$ cat src/rtl/codec_serializer.sv
// I2S-style mono DAC serializer: bclk/lrclk/new_frame timing, sample duplicated into both slots; CODEC_SER_UNDERRUN_EN enables underrun counting.
// Latency: sample captured at new_frame is shifted out MSB-first during the following frame, one bclk after each slot start.
// Backpressure: none; producer is paced by new_frame, a missing sample resends the last held value.
module codec_serializer #(
    parameter int CLK_DIV      = 4,
    parameter int SLOT_BITS    = 32,
    parameter int SAMPLE_WIDTH = 16
) (
    input  logic                    clk,
    input  logic                    reset,
    input  logic [SAMPLE_WIDTH-1:0] sample_in,
    input  logic                    sample_strobe,
    input  logic                    mute,
    output logic                    new_frame,
    output logic                    bclk,
    output logic                    lrclk,
    output logic                    sdata,
    output logic [7:0]              underrun_count
);

    localparam int BW = $clog2(2 * SLOT_BITS);
    localparam int DW = (CLK_DIV > 1) ? $clog2(CLK_DIV) : 1;
    localparam logic [DW-1:0] DIV_LAST   = DW'(CLK_DIV - 1);
    localparam logic [BW-1:0] LAST_BIT   = BW'(2 * SLOT_BITS - 1);
    localparam logic [BW-1:0] SLOT_START = BW'(SLOT_BITS);

    logic [DW-1:0]           div_cnt;
    logic [BW-1:0]           bit_cnt;
    logic [SAMPLE_WIDTH-1:0] held;
    logic                    mute_latched;

    logic                    fe;
    logic [BW-1:0]           next_bit;
    logic [BW-1:0]           slot_k;
    logic                    data_bit;

    always_comb begin
        fe       = (div_cnt == DIV_LAST) && bclk;
        next_bit = (bit_cnt == LAST_BIT) ? '0 : bit_cnt + 1'b1;
        slot_k   = (next_bit >= SLOT_START) ? next_bit - SLOT_START : next_bit;
        data_bit = 1'b0;
        // k = 1..SAMPLE_WIDTH carries held MSB-first; k = 0 is the one-bclk I2S delay.
        for (int i = 0; i < SAMPLE_WIDTH; i++) begin
            if (slot_k == BW'(SAMPLE_WIDTH - i)) begin
                data_bit = held[i];
            end
        end
        if (mute_latched) begin
            data_bit = 1'b0;
        end
    end

    always_ff @(posedge clk) begin
        if (reset) begin
            div_cnt      <= '0;
            bclk         <= 1'b0;
            bit_cnt      <= '0;
            lrclk        <= 1'b0;
            sdata        <= 1'b0;
            new_frame    <= 1'b0;
            held         <= '0;
            mute_latched <= 1'b0;
        end else begin
            new_frame <= 1'b0;
            if (div_cnt == DIV_LAST) begin
                div_cnt <= '0;
                bclk    <= ~bclk;
            end else begin
                div_cnt <= div_cnt + 1'b1;
            end
            if (fe) begin
                bit_cnt <= next_bit;
                lrclk   <= (next_bit >= SLOT_START);
                sdata   <= data_bit;
                // Mute only takes effect at slot boundaries so a slot is never cut short.
                if (slot_k == '0) begin
                    mute_latched <= mute;
                end
                if (next_bit == '0) begin
                    new_frame <= 1'b1;
                    held      <= sample_in;
                end
            end
        end
    end

`ifdef CODEC_SER_UNDERRUN_EN
    logic       strobe_seen;
    logic       primed;
    logic [7:0] underrun_q;

    // A strobe in the new_frame cycle itself still counts toward the frame being closed.
    always_ff @(posedge clk) begin
        if (reset) begin
            strobe_seen <= 1'b0;
            primed      <= 1'b0;
            underrun_q  <= '0;
        end else if (new_frame) begin
            if (primed && !strobe_seen && !sample_strobe && (underrun_q != 8'hFF)) begin
                underrun_q <= underrun_q + 1'b1;
            end
            strobe_seen <= 1'b0;
            primed      <= 1'b1;
        end else if (sample_strobe) begin
            strobe_seen <= 1'b1;
        end
    end

    assign underrun_count = underrun_q;
`else
    logic unused_strobe;
    assign unused_strobe  = sample_strobe;
    assign underrun_count = '0;
`endif

endmodule

$ cat config.mk
export PLATFORM = sky130hd
export DESIGN_NAME = codec_serializer
export DESIGN_NICKNAME = d
export VERILOG_FILES = /design/src/rtl/codec_serializer.sv
export SDC_FILE = /design/constraint.sdc
export NUM_CORES = 1
export LEC_CHECK = 0
export CORE_ASPECT_RATIO = 0.5
export CORE_MARGIN = 2
export CORE_UTILIZATION = 55
export DETAILED_ROUTE_END_ITERATION = 10
export GPL_TIMING_DRIVEN = 0
export HOLD_SLACK_MARGIN = 0.02
export PLACE_DENSITY_LB_ADDON = 0.25
export SLEW_MARGIN = 0
export SYNTH_ARGS = -nofsm -noshare
export SYNTH_HDL_FRONTEND = slang
export SYNTH_SLANG_ARGS = --single-unit
$ cat constraint.sdc
create_clock -name clk -period 4.55 [get_ports clk]
set_clock_uncertainty 0.1 [all_clocks]
set_input_delay 0.455 -clock clk [delete_from_list [all_inputs] [get_ports clk]]
set_output_delay 0.455 -clock clk [all_outputs]
set_load 0.05 [all_outputs]
==> metrics.md, run 1 <==
| Metric | Value |
|---|---|
| Status | completed |
| ANT cells | 0 |
| WL/cell | 13.2 µm |
| Crit path largest cell delay | 0.52 ns |
| Layout cells sized above 1 | 12.0% |
| Min-Delay Path Class | reg2reg |
| Max-cap violations | 0 |
| Switching pwr | 129 µW |
| Placement row count | 13 |
| Detail Route Antenna Nets | 0 |
| Synth Instances | 188 |
| Synth unique cells | 45 |
| Final #Nets | 250 |
| RSZ-0062 raised after global routing | false |
| Worst reg-to-reg path cell count | 9 |
| Clock Root Buffer | clkbuf_8 |
| Fin crit share | 52.6% |
| Critical path arrival | 2.50 ns |
| Crit-path slowest cell | dfxtp_1 |
| I/O pin cnt | 32 |
| Most frequent CP cell | buf_6 |
| Post-Synthesis Mean Instance Area | 8.73 µm² |
| Worst-path clk slew | 0.07 ns |
| Commonest cells after routing, fill and taps aside | 41 x nand2_1, 29 x dfxtp_1, 22 x clkdlybuf4s50_1 |
| # DRC | 0 |
| Leading cell type in the layout, fill and taps excluded | nand2_1 |
| Filler cells | 213 |
| Placer's final routability congestion estimate | 0.830 |
| WL final | 3470 µm |
| Cell Area, Placed | 1930 µm² |
| CP Class | reg2reg |
| Die extent in x | 81.2 µm |
| Max clock buf depth | 2 |
| Post-DP HPWL | 2580 µm |
| CTS Buf Count | 5 |
| Pwr dens | 270 nW/µm² |
| Hold Buf Count CTS | 0 |
| Core Box Area | 2720 µm² |
| Number of synthesized flops with an enable pin | 0 |
| Vias in the first global route | 1,266 |
| Flop2flop setup slack | 2.16 ns |
| Leak | 0.000801 µW |
| Pin count of the biggest net entering global routing | 11 |
| Min Tclk post-route | 2.39 ns |
| Final Hold Vio Count | 0 |
| Starting Density | 60.4% |
| Worst R2R End | held[1] |
| IO Port Bufs | 22 |
| Post-synthesis sequential area ratio | 35.4% |
| Endpoints failing setup | 0 |
| Hold path cells | 1 |
| DRT Pass-1 Iters | 4 |
| Full die area | 3460 µm² |
| Combinational group share of total power | 10.6% |
| Post-synth ARST share | 0% |
| Initial DRC Count | 73 |
| Dominant synthesized flop cell | dfxtp_1 |
| CP Launch Type | register |
| Sequential Power Share | 47.2% |
| Post-route cell area | 2030 µm² |
| Sw Ratio | 23.6% |
| CP Data Required Time | 4.65 ns |
| Area Overhead vs Synth | 24.0% |
| CP endpoint kind | register |
| Max-slew violations | 0 |
| Post_cts resized | 0 |
| Total GRT Usage | 22.2% |
| Gr ovfl total | 0 |
| Setup repair bufs after CTS | 0 |
| HP Start | div_cnt[0] |
| Mapped Area | 1640 µm² |
| DR vias/cell | 5.29 |
| Worst-Skew Late Latency | 0.27 ns |
| R2R Path Start | bit_cnt[0] |
| Die Y-Extent | 42.6 µm |
| Setup TNS | 0 ns |
| Via count | 1,385 |
| Global-route wire length before repair | 5800 µm |
| Initial antenna violation count | 0 |
| Crit path cell chain | ha_1 -> buf_6 -> and3_1 -> and3_4 -> o21a_1 -> and4_4 -> buf_6 -> buf_12 -> mux2i_1 |
| Clock share of power | 42.2% |
| Int Power | 419 µW |
| CTS tree | yes |
| Seq cells post-synth | 29 |
| Sink Count | 29 |
| Critical-path maximum fanout | 10 |
| Max Freq | 418 MHz |
| CP Launch Point | bit_cnt[0] |
| Peak supply drop | 176 µV |
| H-Tree Level Count | 2 |
| Synth warn | 0 |
| WHS Endpoint | div_cnt[0] |
## registers in the layout, summed over array words and instances (netlist names)
name / cells
sdata: 1
mute_latched: 1
div_cnt: 2
held: 16
new_frame: 1
bit_cnt: 6
lrclk: 1
bclk: 1
## final cells by class
cell class	count	area (µm²)	area share [%]
clock inverters	1	5.00	0.246
well taps	37	46.3	2.28
flip-flops and latches	29	581	28.5
clock buffers	7	96.3	4.74
multi-input cells	141	915	45.0
inverters	5	18.8	0.923
repair buffers	22	220	10.8
plain buffers	20	153	7.50
## worst max path at each step
stage,to,slack (ns)
4_1_cts,held[1],2.18
3_3_place_gp,held[0],2.27
3_5_place_dp,held[1],2.20
2_1_floorplan,held[0],2.45
6_report,held[1],2.16
5_1_grt,sdata,1.98
## cell usage after synthesis, types with 2 or more instances
library cell | instances | area [µm²]
or3_1 | 2 | 12.5
mux2i_1 | 17 | 170
a21oi_1 | 9 | 45.0
nand3_1 | 2 | 10.0
inv_1 | 4 | 15.0
nand2b_1 | 2 | 12.5
and3_1 | 2 | 12.5
buf_4 | 8 | 60.1
buf_6 | 4 | 45.0
xnor2_1 | 3 | 26.3
nand3b_1 | 2 | 15.0
o21a_1 | 4 | 30.0
dfxtp_1 | 29 | 581
a2111oi_0 | 2 | 17.5
nand2_1 | 41 | 154
and2_1 | 3 | 18.8
nor3_1 | 2 | 10.0
xor2_1 | 3 | 26.3
o22ai_1 | 2 | 12.5
nor2_1 | 5 | 18.8
o21ai_0 | 4 | 20.0
clkbuf_1 | 6 | 22.5
a31oi_1 | 4 | 25.0
and3_4 | 2 | 22.5
ha_1 | 6 | 75.1
## metal layers
metal	GRT usage (%)	wire, µm	up-vias
met4	4.75	10	0
met5	0	0	-
met3	7.54	236	2
met1	27.8	1590	634
li1	-	-	704
met2	37.2	1620	45
## worst max-delay path: cells and delay by family (launching register included)
kind / cells / cell delay (ns)
buf+inv: 3 / 0.44
simple gates: 3 / 0.70
mux: 1 / 0.19
fa+ha+maj: 1 / 0.22
compound gates: 1 / 0.16
flops: 1 / 0.52
## power by group through the flow
| stage | clock (µW) | combinational (µW) | sequential, µW |
|---|---|---|---|
| after global routing | 248 | 63.0 | 259 |
| final | 231 | 58.0 | 259 |
| after floorplan | 0 | 33.8 | 267 |
| after CTS | 235 | 58.1 | 259 |
| after detailed placement | 0 | 57.7 | 265 |
| after global placement | 0 | 56.6 | 265 |
## cells by family after synthesis
| group | after synthesis | share of synthesized area (%) |
|---|---|---|
| xor+xnor | 7 | 4.20 |
| simple gates | 70 | 21.1 |
| buf+inv | 25 | 10.4 |
| flops | 29 | 35.4 |
| other cells | 1 | 0.229 |
| fa+ha+maj | 6 | 4.58 |
| compound gates | 33 | 13.7 |
| mux | 17 | 10.4 |
## metrics by stage
stage	utilization (%)	setup WS, ns	cells	hold WS, ns	power, µW
2_1_floorplan	-	2.45	195	0.298	301
3_3_place_gp	71.2	2.27	254	0.307	321
3_5_place_dp	71.2	2.20	254	0.315	322
4_1_cts	74.9	2.18	262	0.325	553
5_1_grt	74.9	1.98	262	0.336	570
6_report	74.9	2.16	262	0.327	549
(Power assumes the default switching activity.)
==> run 2, diff against run 1 <==
--- a/config.mk
+++ b/config.mk
@@ -7,7 +7,7 @@
 export LEC_CHECK = 0
 export CORE_ASPECT_RATIO = 0.5
 export CORE_MARGIN = 2
-export CORE_UTILIZATION = 55
+export CORE_UTILIZATION = 51
 export DETAILED_ROUTE_END_ITERATION = 10
 export GPL_TIMING_DRIVEN = 0
 export HOLD_SLACK_MARGIN = 0.02
==> constraint.sdc (replaced) <==
create_clock -name clk -period 2.3 [get_ports clk]
set_clock_uncertainty 0.1 [all_clocks]
set_input_delay 0.23 -clock clk [delete_from_list [all_inputs] [get_ports clk]]
set_output_delay 0.23 -clock clk [all_outputs]
set_load 0.05 [all_outputs]
==> run 2 against run 1 <==
Compared with the run above: hold slack lost 0.0084 ns; critical path depth is the same; total power grew 98%; maximum frequency grew 9.3%; highest routed layer unchanged; count of clock-buffer cells in the layout is the same; non-clock buffer count is the same; global-route usage shrank 0.42 points; cell count grew 1.1%; sequential share of layout area shrank 0.15 points; largest power group unchanged; sequential power grew 97%; cell area grew 1.8%; wire length grew 5.6%.
==> metrics.md, run 2 (synthesized netlist as in run 1, its figures left out) <==
| Metric | Value |
|---|---|
| Gr ovfl total | 0 (unchanged) |
| Area Overhead vs Synth | 26.3% |
| Peak supply drop | 357 µV (+100%) |
| Max-slew violations | 0 (unchanged) |
| Max clock buf depth | 2 (unchanged) |
| CP Launch Type | register |
| Die extent in x | 84.2 µm (+3.7%) |
| Final Hold Vio Count | 0 (unchanged) |
| Sink Count | 29 (unchanged) |
| Number of flip-flops in the largest register | 16 (unchanged) |
| Filler cells | 243 (+14%) |
| CP endpoint kind | register |
| Detail Route Antenna Nets | 0 (unchanged) |
| Pwr dens | 524 nW/µm² (+94%) |
| Min Tclk post-route | 2.19 ns (-0.204 ns) |
| # DRC | 0 (unchanged) |
| Clock Root Buffer | clkbuf_8 |
| Commonest cells after routing, fill and taps aside | 41 x nand2_1, 27 x dfxtp_1, 22 x clkdlybuf4s50_1 |
| Starting Density | 54.1% (-6.3 points) |
| CP Class | reg2reg |
| I/O pin cnt | 32 (unchanged) |
| Core Box Area | 3030 µm² (+12%) |
| Critical path arrival | 2.29 ns (-0.21 ns) |
| Leak | 0.000807 µW (+0.67%) |
| Initial antenna violation count | 0 (unchanged) |
| WL/cell | 13.8 µm (+4.4%) |
| CP Data Required Time | 2.41 ns (-2.24 ns) |
| Flop2flop setup slack | 0.11 ns (-2.05 ns) |
| Worst-path clk slew | 0.06 ns (about the same) |
| Reg with most FFs | held |
| Max Freq | 457 MHz (+9.3%) |
| WL final | 3660 µm (+5.6%) |
| Final #Nets | 250 (unchanged) |
| Via count | 1,409 (+1.7%) |
| Initial DRC Count | 58 (-21%) |
| DR vias/cell | 5.32 (+0.58%) |
| CTS tree | yes |
| Min-Delay Path Class | reg2reg |
| Fin util | 68.4% (-6.5 points) |
| Biggest regs | held (16), bit_cnt (6), div_cnt (2) |
| ANT cells | 0 (unchanged) |
| Critical-path maximum fanout | 10 (unchanged) |
| Layout cells sized above 1 | 14.2% (+2.2 points) |
| Worst Max-Slew Pin Slew | 0.499 ns |
| Die Y-Extent | 44.1 µm (+3.5%) |
| Vias in the first global route | 1,356 (+7.1%) |
| Placement row count | 14 (+1) |
| RSZ-0062 raised after global routing | false |
| IO Port Bufs | 22 (unchanged) |
| Total GRT Usage | 21.8% (-0.42 points) |
| Worst-Skew Late Latency | 0.28 ns (about the same) |
| Placer's final routability congestion estimate | 0.854 (+2.9%) |
| Status | completed |
| Global-route wire length before repair | 6270 µm (+8.1%) |
| Max-cap violations | 0 (unchanged) |
| Pin count of the biggest net entering global routing | 11 (unchanged) |
| Full die area | 3710 µm² (+7.3%) |
| DRT Pass-1 Iters | 5 (+1) |
| CTS Buf Count | 5 (unchanged) |
| H-Tree Level Count | 2 (unchanged) |
| Post-DP HPWL | 2540 µm (-1.7%) |
| Endpoints failing setup | 0 (unchanged) |
| Power, Total | 1090 µW (+98%) |
| Leading cell type in the layout, fill and taps excluded | nand2_1 |
| Fin crit share | 95.2% (+43 points) |
| Max_slew headroom | 66.6% |
-- run 2: cell types whose count changed in the layout (fill, tap and decap cells not counted), sizes merged --
| cell | before | now |
|---|---|---|
| buf | 14 | 15 |
| clkbuf | 13 | 12 |
-- run 2: what timing repair did --
action / in CTS / in global routing
setup endpoints to repair: 10 / 11
gates resized for setup: 2 / 8
hold buffers: 0 / 0
gates cloned: 0 / 0
buffers inserted: 0 / 1
-- run 2: per-layer routing --
layer  share of wire, %  GRT usage (%)  vias up
met1                 46           25.8      657
met5                  0              0        -
met4               0.85           4.84        0
met2                 47           39.7       39
met3                6.4           7.28        6
li1                   -              -      707
-- run 2: path summary, 6_finish.rpt --
kind | end | depth (start not counted) | start
max | held[14] | 9 | bit_cnt[0]
min | div_cnt[0] | 1 | div_cnt[0]
max reg2reg | held[14] | 9 | bit_cnt[0]
min reg2reg | div_cnt[0] | 1 | div_cnt[0]
-- run 2: metrics by stage --
stage	cells	area, µm²	hold slack, ns	setup WS [ns]	TNS (ns)
6_report	265	2070	0.318	0.111	0
5_1_grt	265	2070	0.347	0.00834	0
4_1_cts	265	2040	0.325	0.0340	0
3_5_place_dp	257	1940	0.316	-0.0187	-0.0459
3_3_place_gp	257	1940	0.308	0.0200	0
2_1_floorplan	195	1670	0.272	0.203	0
-- run 2: critical path: stages (launching register included) --
cell and delay (ns):
dfxtp_4 0.38, ha_1 0.21, buf_6 0.14, or2_1 0.23
o22ai_2 0.17, o21a_1 0.17, and4_4 0.24, buf_12 0.14
buf_12 0.14, mux2i_1 0.20
-- run 2: power by group --
part           leakage [µW]  switching [µW]  internal, µW
combinational      0.000517            63.9          50.6
clock             0.0000542             192           270
sequential         0.000236            3.67           507
total              0.000807             259           827
-- run 2: area by class of cell --
type	count	area (µm²)	share of cell area, %
Multi-Input combinational cell	141	928	44.8
Sequential cell	29	588	28.4
Timing Repair Buffer	23	228	11.0
Buffer	19	158	7.61
Clock buffer	7	96.3	4.65
Tap cell	40	50.0	2.42
Inverter	5	18.8	0.906
Clock inverter	1	5.00	0.242
